`src/rtl/motor_cmd_sequencer.sv`:
```
// Motor command sequencer: accepts a mode/power/duration triple, runs the H-bridge for the
// commanded number of ticks, coasts for a fixed gap, then pulses done. Optional ramp: MOTOR_RAMP_EN.
//
// state   | meaning
// --------+-------------------------------------------------------------
// S_IDLE  | waiting for a command; cmd_ready high
// S_RUN   | bridge enabled, power applied, tick/duration counters running
// S_COAST | bridge disabled, power 0, gap countdown before done
module motor_cmd_sequencer #(
    parameter int TICK_DIV   = 2097152,
    parameter int GAP_CYCLES = 1024,
    parameter int RAMP_DIV   = 4096
) (
    input  logic       clk,
    input  logic       reset,
    input  logic       cmd_valid_i,
    output logic       cmd_ready_o,
    input  logic [7:0] cmd1_i,
    input  logic [7:0] cmd2_i,
    input  logic [7:0] cmd3_i,
    input  logic       abort_i,
    output logic [6:0] power_o,
    output logic [1:0] dir_o,
    output logic       motor_en_o,
    output logic       busy_o,
    output logic       done_o
);

    localparam int TICK_W = (TICK_DIV > 1) ? $clog2(TICK_DIV) : 1;
    localparam int GAP_W  = (GAP_CYCLES > 1) ? $clog2(GAP_CYCLES) : 1;
    localparam logic [TICK_W-1:0] TICK_LAST = TICK_W'(TICK_DIV - 1);
    localparam logic [GAP_W-1:0]  GAP_LAST  = GAP_W'(GAP_CYCLES - 1);

    typedef enum logic [1:0] {
        S_IDLE  = 2'd0,
        S_RUN   = 2'd1,
        S_COAST = 2'd2
    } state_t;

    state_t            state_q, state_d;
    logic [TICK_W-1:0] tick_q, tick_d;
    logic [7:0]        dur_q, dur_d;
    logic [7:0]        dur_tgt_q, dur_tgt_d;
    logic [GAP_W-1:0]  gap_q, gap_d;
    logic [6:0]        pwr_tgt_q, pwr_tgt_d;
    logic [1:0]        dir_q, dir_d;
    logic              done_q, done_d;

    logic tick_last;
    logic run_end;
    logic unused_cmd_bits;

    assign unused_cmd_bits = ^{cmd1_i[7:2], cmd2_i[7]};

    // {left_rev, right_rev}
    function automatic logic [1:0] dir_decode(input logic [1:0] mode);
        case (mode)
            2'b10:   dir_decode = 2'b11;
            2'b11:   dir_decode = 2'b01;
            default: dir_decode = 2'b00;
        endcase
    endfunction

    assign tick_last = (tick_q == TICK_LAST);
    // dur_tgt_q is never 0 while in RUN, so the subtraction cannot wrap there
    assign run_end   = tick_last && (dur_q == (dur_tgt_q - 8'd1));

    always_ff @(posedge clk or posedge reset) begin
        if (reset) begin
            state_q   <= S_IDLE;
            tick_q    <= '0;
            dur_q     <= '0;
            dur_tgt_q <= '0;
            gap_q     <= '0;
            pwr_tgt_q <= '0;
            dir_q     <= '0;
            done_q    <= 1'b0;
        end else begin
            state_q   <= state_d;
            tick_q    <= tick_d;
            dur_q     <= dur_d;
            dur_tgt_q <= dur_tgt_d;
            gap_q     <= gap_d;
            pwr_tgt_q <= pwr_tgt_d;
            dir_q     <= dir_d;
            done_q    <= done_d;
        end
    end

    always_comb begin
        state_d   = state_q;
        tick_d    = tick_q;
        dur_d     = dur_q;
        dur_tgt_d = dur_tgt_q;
        gap_d     = gap_q;
        pwr_tgt_d = pwr_tgt_q;
        dir_d     = dir_q;
        done_d    = 1'b0;

        case (state_q)
            S_IDLE: begin
                if (cmd_valid_i) begin
                    pwr_tgt_d = cmd2_i[6:0];
                    dur_tgt_d = cmd3_i;
                    tick_d    = '0;
                    dur_d     = '0;
                    if ((cmd1_i[1:0] != 2'b00) && (cmd3_i != 8'd0)) begin
                        state_d = S_RUN;
                        dir_d   = dir_decode(cmd1_i[1:0]);
                    end else begin
                        // stop / zero-length commands keep the previous direction
                        state_d = S_COAST;
                        gap_d   = GAP_LAST;
                    end
                end
            end
            S_RUN: begin
                if (abort_i || run_end) begin
                    state_d = S_COAST;
                    gap_d   = GAP_LAST;
                end else if (tick_last) begin
                    tick_d = '0;
                    dur_d  = dur_q + 8'd1;
                end else begin
                    tick_d = tick_q + 1'b1;
                end
            end
            S_COAST: begin
                if (gap_q == '0) begin
                    state_d = S_IDLE;
                    done_d  = 1'b1;
                end else begin
                    gap_d = gap_q - 1'b1;
                end
            end
            default: begin
                state_d = S_IDLE;
            end
        endcase
    end

`ifdef MOTOR_RAMP_EN
    localparam int RAMP_W = (RAMP_DIV > 1) ? $clog2(RAMP_DIV) : 1;
    localparam logic [RAMP_W-1:0] RAMP_LAST = RAMP_W'(RAMP_DIV - 1);

    logic [6:0]        power_q, power_d;
    logic [RAMP_W-1:0] ramp_q, ramp_d;

    always_ff @(posedge clk or posedge reset) begin
        if (reset) begin
            power_q <= '0;
            ramp_q  <= '0;
        end else begin
            power_q <= power_d;
            ramp_q  <= ramp_d;
        end
    end

    // Ramp restarts from zero on every RUN entry and saturates at the target.
    always_comb begin
        power_d = '0;
        ramp_d  = '0;
        if ((state_q == S_RUN) && (state_d == S_RUN)) begin
            power_d = power_q;
            if (ramp_q == RAMP_LAST) begin
                if (power_q < pwr_tgt_q) begin
                    power_d = power_q + 7'd1;
                end
            end else begin
                ramp_d = ramp_q + 1'b1;
            end
        end
    end

    assign power_o = (state_q == S_RUN) ? power_q : 7'd0;
`else
    localparam int unused_ramp_div = RAMP_DIV;

    assign power_o = (state_q == S_RUN) ? pwr_tgt_q : 7'd0;
`endif

    assign cmd_ready_o = (state_q == S_IDLE);
    assign busy_o      = (state_q != S_IDLE);
    assign motor_en_o  = (state_q == S_RUN);
    assign dir_o       = dir_q;
    assign done_o      = done_q;

endmodule

```
`config.mk`:
```
export PLATFORM = sky130hd
export DESIGN_NAME = motor_cmd_sequencer
export DESIGN_NICKNAME = d
export VERILOG_FILES = /design/src/rtl/motor_cmd_sequencer.sv
export SDC_FILE = /design/constraint.sdc
export NUM_CORES = 1
export LEC_CHECK = 0
export ABC_AREA = 1
export BUFFER_PORTS_ARGS = -buffer_cell sky130_fd_sc_hd__buf_2
export CAP_MARGIN = 20
export CORE_MARGIN = 4
export CORE_UTILIZATION = 55
export CTS_BUF_LIST = sky130_fd_sc_hd__clkbuf_4
export DETAILED_ROUTE_END_ITERATION = 6
export GPL_ROUTABILITY_DRIVEN = 0
export PLACE_DENSITY = 0.78
export REMOVE_ABC_BUFFERS = 1
export SLEW_MARGIN = 20
export SYNTH_ARGS = -nofsm -noshare
export SYNTH_HDL_FRONTEND = slang
export SYNTH_SLANG_ARGS = --single-unit
```
`constraint.sdc`:
```
create_clock -name clk -period 1.85 [get_ports clk]
set_input_delay 0.37 -clock clk [delete_from_list [all_inputs] [get_ports clk]]
set_output_delay 0.37 -clock clk [all_outputs]
set_load 0.03 [all_outputs]
```
==> results.yml, run 1 <==
sta:
  slew_violations: 0
  hold_viol_final: 2
  worstMarginPinSlew_ns: 0.6417
  finClkSkew_ns: 0.01441
  period_needed_ns: 1.881
  setup_slack_ns: -0.03062
  period_share_pct: 101.7
  report.final.setup_viol: 22
  rsz0062_at_grt: "true"
  slew-limit-headroom_pct: 57.22
  fmax_mhz: 531.7
  fin_hold_ws_ns: -0.004125
setup_path:
  worst_path_most_repeated_cell: "nand2_1"
  start_kind: "flip-flop"
  cp.required_ns: 2.14
  r2r-end: "tick_q[0]"
  crit_fanout: 6
  cpPeakStageDelay_ns: 0.38
  path_cells: "inv_2 > ha_4 > inv_2 > nand2_1 > nand2_1 > nor2_1 > nand4_1 > nor2_2 > nand3_4 > nand3_4 > buf_12 > nand2_8 > nand2_2 > nand2_1"
  end_kind: "flip-flop"
  r2r_start: "dur_tgt_q[1]"
  path_class: "flip-flop to flip-flop"
  critPathSlowestCell: "dfrtp_1"
  arrival_ns: 2.17
  path_buf_inv: 3
  rr_worst_depth: 14
  r2r_slack_ns: -0.03
  critical-path-top-delay-family: "simple AND/OR/NAND/NOR gates"
detailed_routing:
  vias: 3886
  drtAntennaViolNets: 0
  avgRoutedWirePerCell_um: 13.45
  drt_iter0_drc: 292
  first_pass_iters: 5
  drc: 0
  wl_mm: 9.510
  routed_via_density: 5.496
global_route:
  grt_pass1_wl_mm: 16.03
  grt_antenna_before_repair: 0
  grt_max_degree: 60
  grt_pass1_vias: 3681
  overflow: 0
  grtUsageTotal_pct: 23.53
clock_tree:
  cts_tree: "yes"
  clock_path_buffers: 2
  cts.clk_slew.worst_paths_ns: 0.10
  clk_latency_ns: 0.41
  htree_levels: 3
  numCtsBuffers: 9
  clock_sinks: 59
  cts_root_buffer: "clkbuf_4"
  hold_buffers: 0
synth:
  yosys_warnings: 0
  netlist-cell-type-count: 29
  ys_ff_latch: 59
  syn_area_per_cell_um2: 7.004
  yosysSeqAreaShare_pct: 38.75
  synth_area_um2: 3810
  syn_inst: 544
final_layout:
  areaGrowthSynthToFinish_pct: 23.78
  drive_gt1_share_pct: 25.84
  n_antenna_cell: 0
  final_util_pct: 69.80
  fin_nets: 655
hold_path:
  min_path_type: "primary input to async pin"
flow_run:
  cap_violations: 0
floorplanning:
  io_pins: 41
  die_area_um2: 8323
  rows: 30
  start_util_pct: 56.39
  design.core.area_um2: 6756
  die_y_um: 91.23
  die_w_um: 91.23
outcome:
  status: "finished with violations"
  violations: "negative hold slack, negative setup slack"
place:
  numPortBuffers: 33
  hpwl_mm: 6.140
power:
  vdd_drop_max_uv: 825.9
  power_density_nw_per_um2: 1198
  finalPower_w: 0.005651
  p_leak_nw: 2.429
==> state kept, by name (all words and copies together) (netlist names) <==
register	cells
done_o	1
dur_tgt_q	8
state_q	2
gap_q	10
dir_o	2
dur_q	8
tick_q	21
pwr_tgt_q	7
==> stage by stage <==
stage	setup slack [ns]	cell area, µm²	instances	setup TNS [ns]	hold slack (ns)
CTS	-0.02845	4646	706	-0.3376	0.01506
detailed placement	-0.1209	4290	679	-3.398	0.4640
floorplan	-0.8699	3697	526	-37.65	0.4638
global placement	-0.04455	4290	679	-0.8533	0.4495
finish	-0.03062	4716	707	-0.2506	-0.004125
global route	-0.1469	4716	707	-5.046	0.01977
==> worst reg2reg max path, cell delays in order, from the launching register on <==
cell	delay, ns
dfrtp_1	0.38
inv_2	0.06
ha_4	0.26
inv_2	0.03
nand2_1	0.05
nand2_1	0.06
nor2_1	0.08
nand4_1	0.11
nor2_2	0.15
nand3_4	0.10
nand3_4	0.10
buf_12	0.15
nand2_8	0.10
nand2_2	0.11
nand2_1	0.05
==> repair_timing <==
action                     4_1_cts  5_1_grt
buffers inserted                 9        1
pin swaps                       15       10
cloned                           3        0
gates resized for setup         29       21
setup endpoints to repair       42       49
==> layout make-up <==
cell class / count / area [µm²]
clock inverter: 5 / 45.04
timing repair buffer: 84 / 635.6
multi-input combinational: 408 / 2150
tap: 80 / 100.1
inverter: 61 / 231.5
fill: 530 / 2041
sequential: 59 / 1479
clock buffer: 10 / 75.07
==> kinds of logic after synthesis <==
| family | share of synthesized area, % |
|---|---|
| AO/OA/AOI/OAI | 3.612 |
| flip-flops | 38.75 |
| buffers and inverters | 8.965 |
| XOR/XNOR | 5.057 |
| adder cells (fa/ha/maj) | 1.314 |
| AND/OR/NAND/NOR | 41.41 |
| multiplexers | 0.8866 |
==> per-layer routing <==
layer  global-route usage, %  vias up  share of wire (%)
li1                        -     1888                  -
met1                   30.53     1844                 43
met2                   38.14      126                 50
met3                   4.060       28                4.8
met4                   11.18        0                2.7
met5                       0        -                  0
==> worst max path at each step <==
stage	from	to	slack (ns)	cells past startpoint
after floorplan	state_q[1]	dur_q[2]	-0.87	7
final	dur_tgt_q[1]	tick_q[0]	-0.03	14
after detailed placement	dur_tgt_q[1]	tick_q[0]	-0.12	13
after global routing	dur_tgt_q[1]	tick_q[4]	-0.15	14
after CTS	dur_tgt_q[1]	tick_q[0]	-0.03	14
after global placement	dur_tgt_q[1]	tick_q[19]	-0.04	13
==> where the power goes <==
part / internal [W] / total [W] / switching (W)
Sequential: 0.00163 / 0.00189 / 0.000262
Combinational: 0.00109 / 0.00289 / 0.00180
Clock: 0.000403 / 0.000866 / 0.000463
==> synthesized netlist by cell type <==
| library cell | number | area (µm²) |
|---|---|---|
| nor2_4 | 3 | 33.78 |
| nand2_1 | 160 | 600.6 |
| nand2_4 | 1 | 11.26 |
| ha_1 | 4 | 50.05 |
| dfrtp_1 | 59 | 1476 |
| xnor2_1 | 5 | 43.79 |
| nand2_2 | 4 | 25.02 |
| buf_6 | 6 | 67.56 |
| xor2_1 | 17 | 148.9 |
| inv_2 | 7 | 26.28 |
| nor3_1 | 13 | 65.06 |
| nand3_4 | 4 | 70.07 |
| o31ai_1 | 1 | 7.510 |
| a21o_1 | 2 | 15.01 |
| o21ai_0 | 5 | 25.02 |
| nor2_1 | 78 | 292.8 |
| nand3_1 | 68 | 340.3 |
| nand3_2 | 1 | 10.01 |
| o21bai_1 | 1 | 7.510 |
| nand4_1 | 12 | 75.07 |
| clkbuf_1 | 12 | 45.04 |
| inv_1 | 54 | 202.7 |
| or2_1 | 1 | 6.260 |
| a21oi_1 | 15 | 75.07 |
| a21boi_0 | 1 | 7.510 |
| or2_2 | 3 | 18.77 |
| nor3_2 | 1 | 10.01 |
| nor4_1 | 3 | 18.77 |
| mux2_2 | 3 | 33.78 |
==> layout by cell type, fill, tap and decap left out, types with 2 or more instances in the layout <==
master / count
nand2_1: 142
nor2_1: 72
nand3_1: 62
dfrtp_1: 57
inv_1: 49
buf_4: 44
buf_2: 32
nand2_2: 20
xor2_1: 17
a21oi_1: 15
nor3_1: 13
nand4_1: 12
inv_2: 11
clkbuf_4: 11
nand3_2: 7
nor2_2: 5
xnor2_1: 5
o21ai_0: 5
nor2_4: 4
nand3_4: 4
clkinv_1: 4
nand2_4: 3
nor4_1: 3
or2_2: 3
mux2_2: 3
ha_1: 3
buf_12: 3
buf_8: 3
nand2_8: 2
a21o_1: 2
dfrtp_2: 2
Note: power is estimated with default switching activity, not from simulation.
==> inputs of run 2 (changes only) <==
--- a/config.mk
+++ b/config.mk
@@ -6,7 +6,7 @@
 export NUM_CORES = 1
 export LEC_CHECK = 0
 export ABC_AREA = 1
-export BUFFER_PORTS_ARGS = -buffer_cell sky130_fd_sc_hd__buf_2
+export BUFFER_PORTS_ARGS = -buffer_cell sky130_fd_sc_hd__clkbuf_2
 export CAP_MARGIN = 20
 export CORE_MARGIN = 4
 export CORE_UTILIZATION = 55
==> results.yml, run 2 (same netlist as run 1, synthesis figures left out) <==
outcome:
  status: "finished with violations"
  violations: "negative setup slack"
setup_path:
  arrival_ns: 2.24
  r2r_start: "dur_tgt_q[0]"
  cpPeakStageDelay_ns: 0.38
  start_kind: "flip-flop"
  critPathSlowestCell: "dfrtp_1"
  crit_start: "dur_tgt_q[0]"
  end_kind: "flip-flop"
  path_buf_inv: 3
  crit_fanout: 6
  critical-path-top-delay-family: "simple AND/OR/NAND/NOR gates"
  cp.required_ns: 2.15
  path_class: "flip-flop to flip-flop"
  path_cells: "inv_2 > ha_4 > inv_2 > nand2_2 > nand2_1 > nor2_1 > nand4_1 > nor2_2 > nand3_4 > buf_4 > nand3_4 > nand2_4 > nand2_2 > nand2_1"
sta:
  period_share_pct: 104.9
  finClkSkew_ns: 0.01483
  report.final.setup_viol: 40
  hold_viol_final: 0
  worstMarginPinSlew_ns: 0.5967
  rsz0062_at_grt: "true"
  fmax_mhz: 515.4
  slew-limit-headroom_pct: 60.22
  fin_hold_ws_ns: 0.1672
  setup_slack_ns: -0.09031
  slew_violations: 0
  period_needed_ns: 1.940
clock_tree:
  cts.clk_slew.worst_paths_ns: 0.10
  cts_root_buffer: "clkbuf_4"
  clk_latency_ns: 0.41
  clock_sinks: 59
  numCtsBuffers: 9
  clock_path_buffers: 2
  htree_levels: 3
  cts_tree: "yes"
floorplanning:
  rows: 30
  die_y_um: 91.23
  io_pins: 41
  start_util_pct: 56.39
  die_w_um: 91.23
  die_area_um2: 8323
  design.core.area_um2: 6756
global_route:
  grt_antenna_before_repair: 0
  grtUsageTotal_pct: 24.89
  grt_pass1_wl_mm: 16.92
  overflow: 0
  grt_pass1_vias: 3859
  grt_max_degree: 63
detailed_routing:
  drt_iter0_drc: 352
  vias: 3980
  routed.top_layer: "met4"
  avgRoutedWirePerCell_um: 14.58
  wl_mm: 10.43
  drtAntennaViolNets: 0
  first_pass_iters: 5
  wl_met2_mm: 5.254
  wl_met3_um: 662
  drc: 0
  routed_via_density: 5.566
  drt-met1-wl_mm: 4.294
final_layout:
  n_antenna_cell: 0
  areaGrowthSynthToFinish_pct: 29.85
  final_cell_mix: "141 x nand2_1, 64 x nor2_1, 58 x nand3_1, 58 x dfrtp_1, 49 x inv_1"
  fin_nets: 663
  final_common_cell: "nand2_1"
  reg.largest.list: "tick_q (21), gap_q (10)"
  fin_area_um2: 4947
  regMostFlops: "tick_q"
  instances_no_fill: 715
  largest_reg_flops: 21
  nFillCells: 488
  final_util_pct: 73.22
  drive_gt1_share_pct: 28.82
place:
  numPortBuffers: 33
  dpl_cell_area_um2: 4290
  dp_cells: 679
  hpwl_mm: 6.406
hold_path:
  hp-start: "cmd1_i[0]"
  min_path_type: "primary input to flip-flop"
power:
  power_density_nw_per_um2: 1227
  p_leak_nw: 2.473
  vdd_drop_max_uv: 872.2
flow_run:
  cap_violations: 0
## run 2: where the power goes
part	internal [W]	leakage, nW	total [W]	switching (W)
Sequential	0.00163	0.748	0.00190	0.000270
Combinational	0.00126	1.65	0.00327	0.00200
Clock	0.000425	0.0718	0.000903	0.000478
Total	0.00332	2.47	0.00607	0.00275
## run 2: through the flow
stage / power [W] / setup WS, ns / TNS, ns
global route: 0.006501 / -0.2055 / -6.908
detailed placement: 0.004388 / -0.1064 / -2.401
floorplan: 0.003547 / -0.8699 / -37.65
global placement: 0.004263 / -0.05651 / -1.250
finish: 0.006070 / -0.09031 / -1.737
CTS: 0.005729 / -0.07664 / -1.948
## run 2: final cells by class
| class | count | area (µm²) | share of cell area, % |
|---|---|---|---|
| Clock inverter | 4 | 42.54 | 0.8599 |
| Inverter | 61 | 232.7 | 4.704 |
| Sequential cell | 59 | 1478 | 29.87 |
| Multi-Input combinational cell | 410 | 2251 | 45.50 |
| Timing Repair inverter | 1 | 5.005 | 0.1012 |
| Timing Repair Buffer | 89 | 755.7 | 15.28 |
| Tap cell | 80 | 100.1 | 2.023 |
| Clock buffer | 11 | 82.58 | 1.669 |
## run 2: what timing repair did
action,in CTS,in global routing
hold buffers,1,0
pin swaps,7,22
hold endpoints to repair,22,0
cloned,6,1
endpoints found under the setup margin,45,54
resized for setup,48,44
buffers inserted,6,7
## run 2: layer usage
layer | global-route usage, % | vias to the layer above
met5 | 0 | -
met4 | 10.30 | 0
met3 | 3.728 | 24
met2 | 43.47 | 173
met1 | 30.57 | 1875
li1 | - | 1908
## run 2: worst reg2reg max path, cell delays in order (launching register included)
cell,delay [ns]
dfrtp_1,0.38
inv_2,0.06
ha_4,0.26
inv_2,0.03
nand2_2,0.04
nand2_1,0.04
nor2_1,0.08
nand4_1,0.12
nor2_2,0.14
nand3_4,0.12
buf_4,0.16
nand3_4,0.11
nand2_4,0.11
nand2_2,0.10
nand2_1,0.06
## run 2: worst paths after layout
kind | endpoint | slack [ns] | depth (start not counted)
setup / recovery | dur_q[7] | -0.09 | 14
hold / removal | dir_o[1] | 0.17 | 2
setup reg to reg | dur_q[7] | -0.09 | 14
hold reg to reg | gap_q[9] | 0.51 | 2
max in group asynchronous | dur_tgt_q[2] | 0.76 | 4
min in group asynchronous | gap_q[6] | 0.55 | 3
==> inputs of run 3 (changes only) <==
--- a/config.mk
+++ b/config.mk
@@ -9,11 +9,10 @@
 export BUFFER_PORTS_ARGS = -buffer_cell sky130_fd_sc_hd__clkbuf_2
 export CAP_MARGIN = 20
 export CORE_MARGIN = 4
-export CORE_UTILIZATION = 55
-export CTS_BUF_LIST = sky130_fd_sc_hd__clkbuf_4
+export CORE_UTILIZATION = 54
 export DETAILED_ROUTE_END_ITERATION = 6
 export GPL_ROUTABILITY_DRIVEN = 0
-export PLACE_DENSITY = 0.78
+export PLACE_DENSITY = 0.77
 export REMOVE_ABC_BUFFERS = 1
 export SLEW_MARGIN = 20
 export SYNTH_ARGS = -nofsm -noshare
==> results.yml, run 3 (same netlist as run 1, synthesis figures left out) <==
sta:
  slew_violations: 0
  period_needed_ns: 1.876
  period_share_pct: 101.4
  report.final.setup_viol: 32
  slew-limit-headroom_pct: 66.44
  worstMarginPinSlew_ns: 0.5033
  finClkSkew_ns: 0.008951
  fmax_mhz: 532.9
  setup_slack_ns: -0.02637
  rsz0062_at_grt: "true"
  setup-tns-final_ns: -0.4158
  hold_viol_final: 0
setup_path:
  arrival_ns: 2.12
  end_kind: "flip-flop"
  path_buf_inv: 2
  critPathSlowestCell: "dfrtp_1"
  crit_fanout: 21
  critical-path-top-delay-family: "simple AND/OR/NAND/NOR gates"
  path_class: "flip-flop to flip-flop"
  worst_path_most_repeated_cell: "nand2_1"
  cpPeakStageDelay_ns: 0.39
  path_cells: "inv_2 > ha_4 > inv_2 > nand2_1 > nand2_1 > nor2_1 > nand4_1 > nor2_2 > nand3_4 > nand3_4 > nand2_8 > nand2_1 > nand2_1"
  cp.required_ns: 2.09
  start_kind: "flip-flop"
global_route:
  grtUsageTotal_pct: 22.24
  grt_antenna_before_repair: 0
  grt_pass1_wl_mm: 15.28
  grt_max_degree: 60
  overflow: 0
  grt_pass1_vias: 3417
power:
  power_density_nw_per_um2: 1229
  vdd_drop_max_uv: 868.3
  p_leak_nw: 2.393
clock_tree:
  cts_tree: "yes"
  numCtsBuffers: 9
  cts.clk_slew.worst_paths_ns: 0.07
  htree_levels: 3
  clock_path_buffers: 2
  hold_buffers: 0
  clock_sinks: 59
  cts_root_buffer: "clkbuf_8"
  clk_latency_ns: 0.35
detailed_routing:
  drtAntennaViolNets: 0
  vias: 3645
  wl_mm: 8.830
  routed_via_density: 5.084
  drc: 0
  first_pass_iters: 6
  avgRoutedWirePerCell_um: 12.32
  drt_iter0_drc: 253
final_layout:
  final_cell_mix: "152 x nand2_1, 68 x nand3_1, 68 x nor2_1, 58 x dfrtp_1, 50 x inv_1"
  final_common_cell: "nand2_1"
  regMostFlops: "tick_q"
  n_antenna_cell: 0
  fin_nets: 650
  largest_reg_flops: 21
  nFillCells: 570
  areaGrowthSynthToFinish_pct: 24.50
  drive_gt1_share_pct: 23.67
  final_util_pct: 69.43
  reg.largest.list: "tick_q (21), gap_q (10)"
floorplanning:
  rows: 30
  design.core.area_um2: 6832
  die_y_um: 92.00
  die_area_um2: 8463
  io_pins: 41
  start_util_pct: 55.77
  die_w_um: 92.00
flow_run:
  cap_violations: 0
place:
  hpwl_mm: 6.143
  numPortBuffers: 33
outcome:
  violations: "negative setup slack"
  status: "finished with violations"
hold_path:
  min_path_type: "primary input to async pin"
[run 3: layout make-up]
cell class	instances	area (µm²)	area share, %
Timing Repair Buffer	81	631.9	13.32
Tap cell	96	120.1	2.532
Clock inverter	3	15.01	0.3165
Sequential cell	59	1478	31.15
Clock buffer	11	151.4	3.192
Multi-Input combinational cell	406	2115	44.58
Inverter	61	232.7	4.906
[run 3: per-layer routing]
layer  wire length [µm]  vias to the layer above  GRT usage, %
met5                  0                        -             0
li1                   -                     1874             -
met4                114                        0         7.054
met2               4290                       87         36.37
met1               4023                     1672         29.28
met3                402                       12         5.086
[run 3: metrics by stage]
stage	hold WS (ns)	instances	setup slack [ns]	power, W	instance area [µm²]
detailed placement	0.4426	696	-0.09604	0.004371	4318
global route	0.08641	717	-0.1663	0.006316	4743
floorplan	0.4638	526	-0.8699	0.003547	3697
global placement	0.4383	696	-0.02988	0.004280	4318
finish	0.05972	717	-0.02637	0.005828	4743
CTS	0.07294	717	-0.02240	0.005636	4619
[run 3: repair_timing]
item | in CTS | in global routing
pin swaps | 7 | 3
setup buffers | 7 | 0
endpoints found under the setup margin | 47 | 48
gates resized for setup | 24 | 43
[run 3: path summary, 6_finish.rpt]
check | cells after the start | slack (ns) | end | from
setup / recovery | 13 | -0.03 | tick_q[16] | dur_tgt_q[1]
hold / removal | 3 | 0.06 | tick_q[17] | reset
setup reg to reg | 13 | -0.03 | tick_q[16] | dur_tgt_q[1]
hold reg to reg | 2 | 0.49 | dir_o[0] | dir_o[0]
max in group asynchronous | 3 | 1.52 | state_q[1] | reset
min in group clk | 2 | 0.22 | dir_o[1] | cmd1_i[0]
[run 3: where the power goes]
part | leakage, nW | switching [W] | internal [W] | total [W]
sequential | 0.747 | 0.000260 | 0.00163 | 0.00189
combinational | 1.56 | 0.00179 | 0.00111 | 0.00290
clock | 0.0908 | 0.000499 | 0.000536 | 0.00104
total | 2.39 | 0.00255 | 0.00328 | 0.00583
[run 3: worst register-to-register path, delay by kind of cell, from the launching register on]
family | cells | cell delay [ns]
flops | 1 | 0.39
simple gates | 10 | 1.01
fa+ha+maj | 1 | 0.27
buf+inv | 2 | 0.10
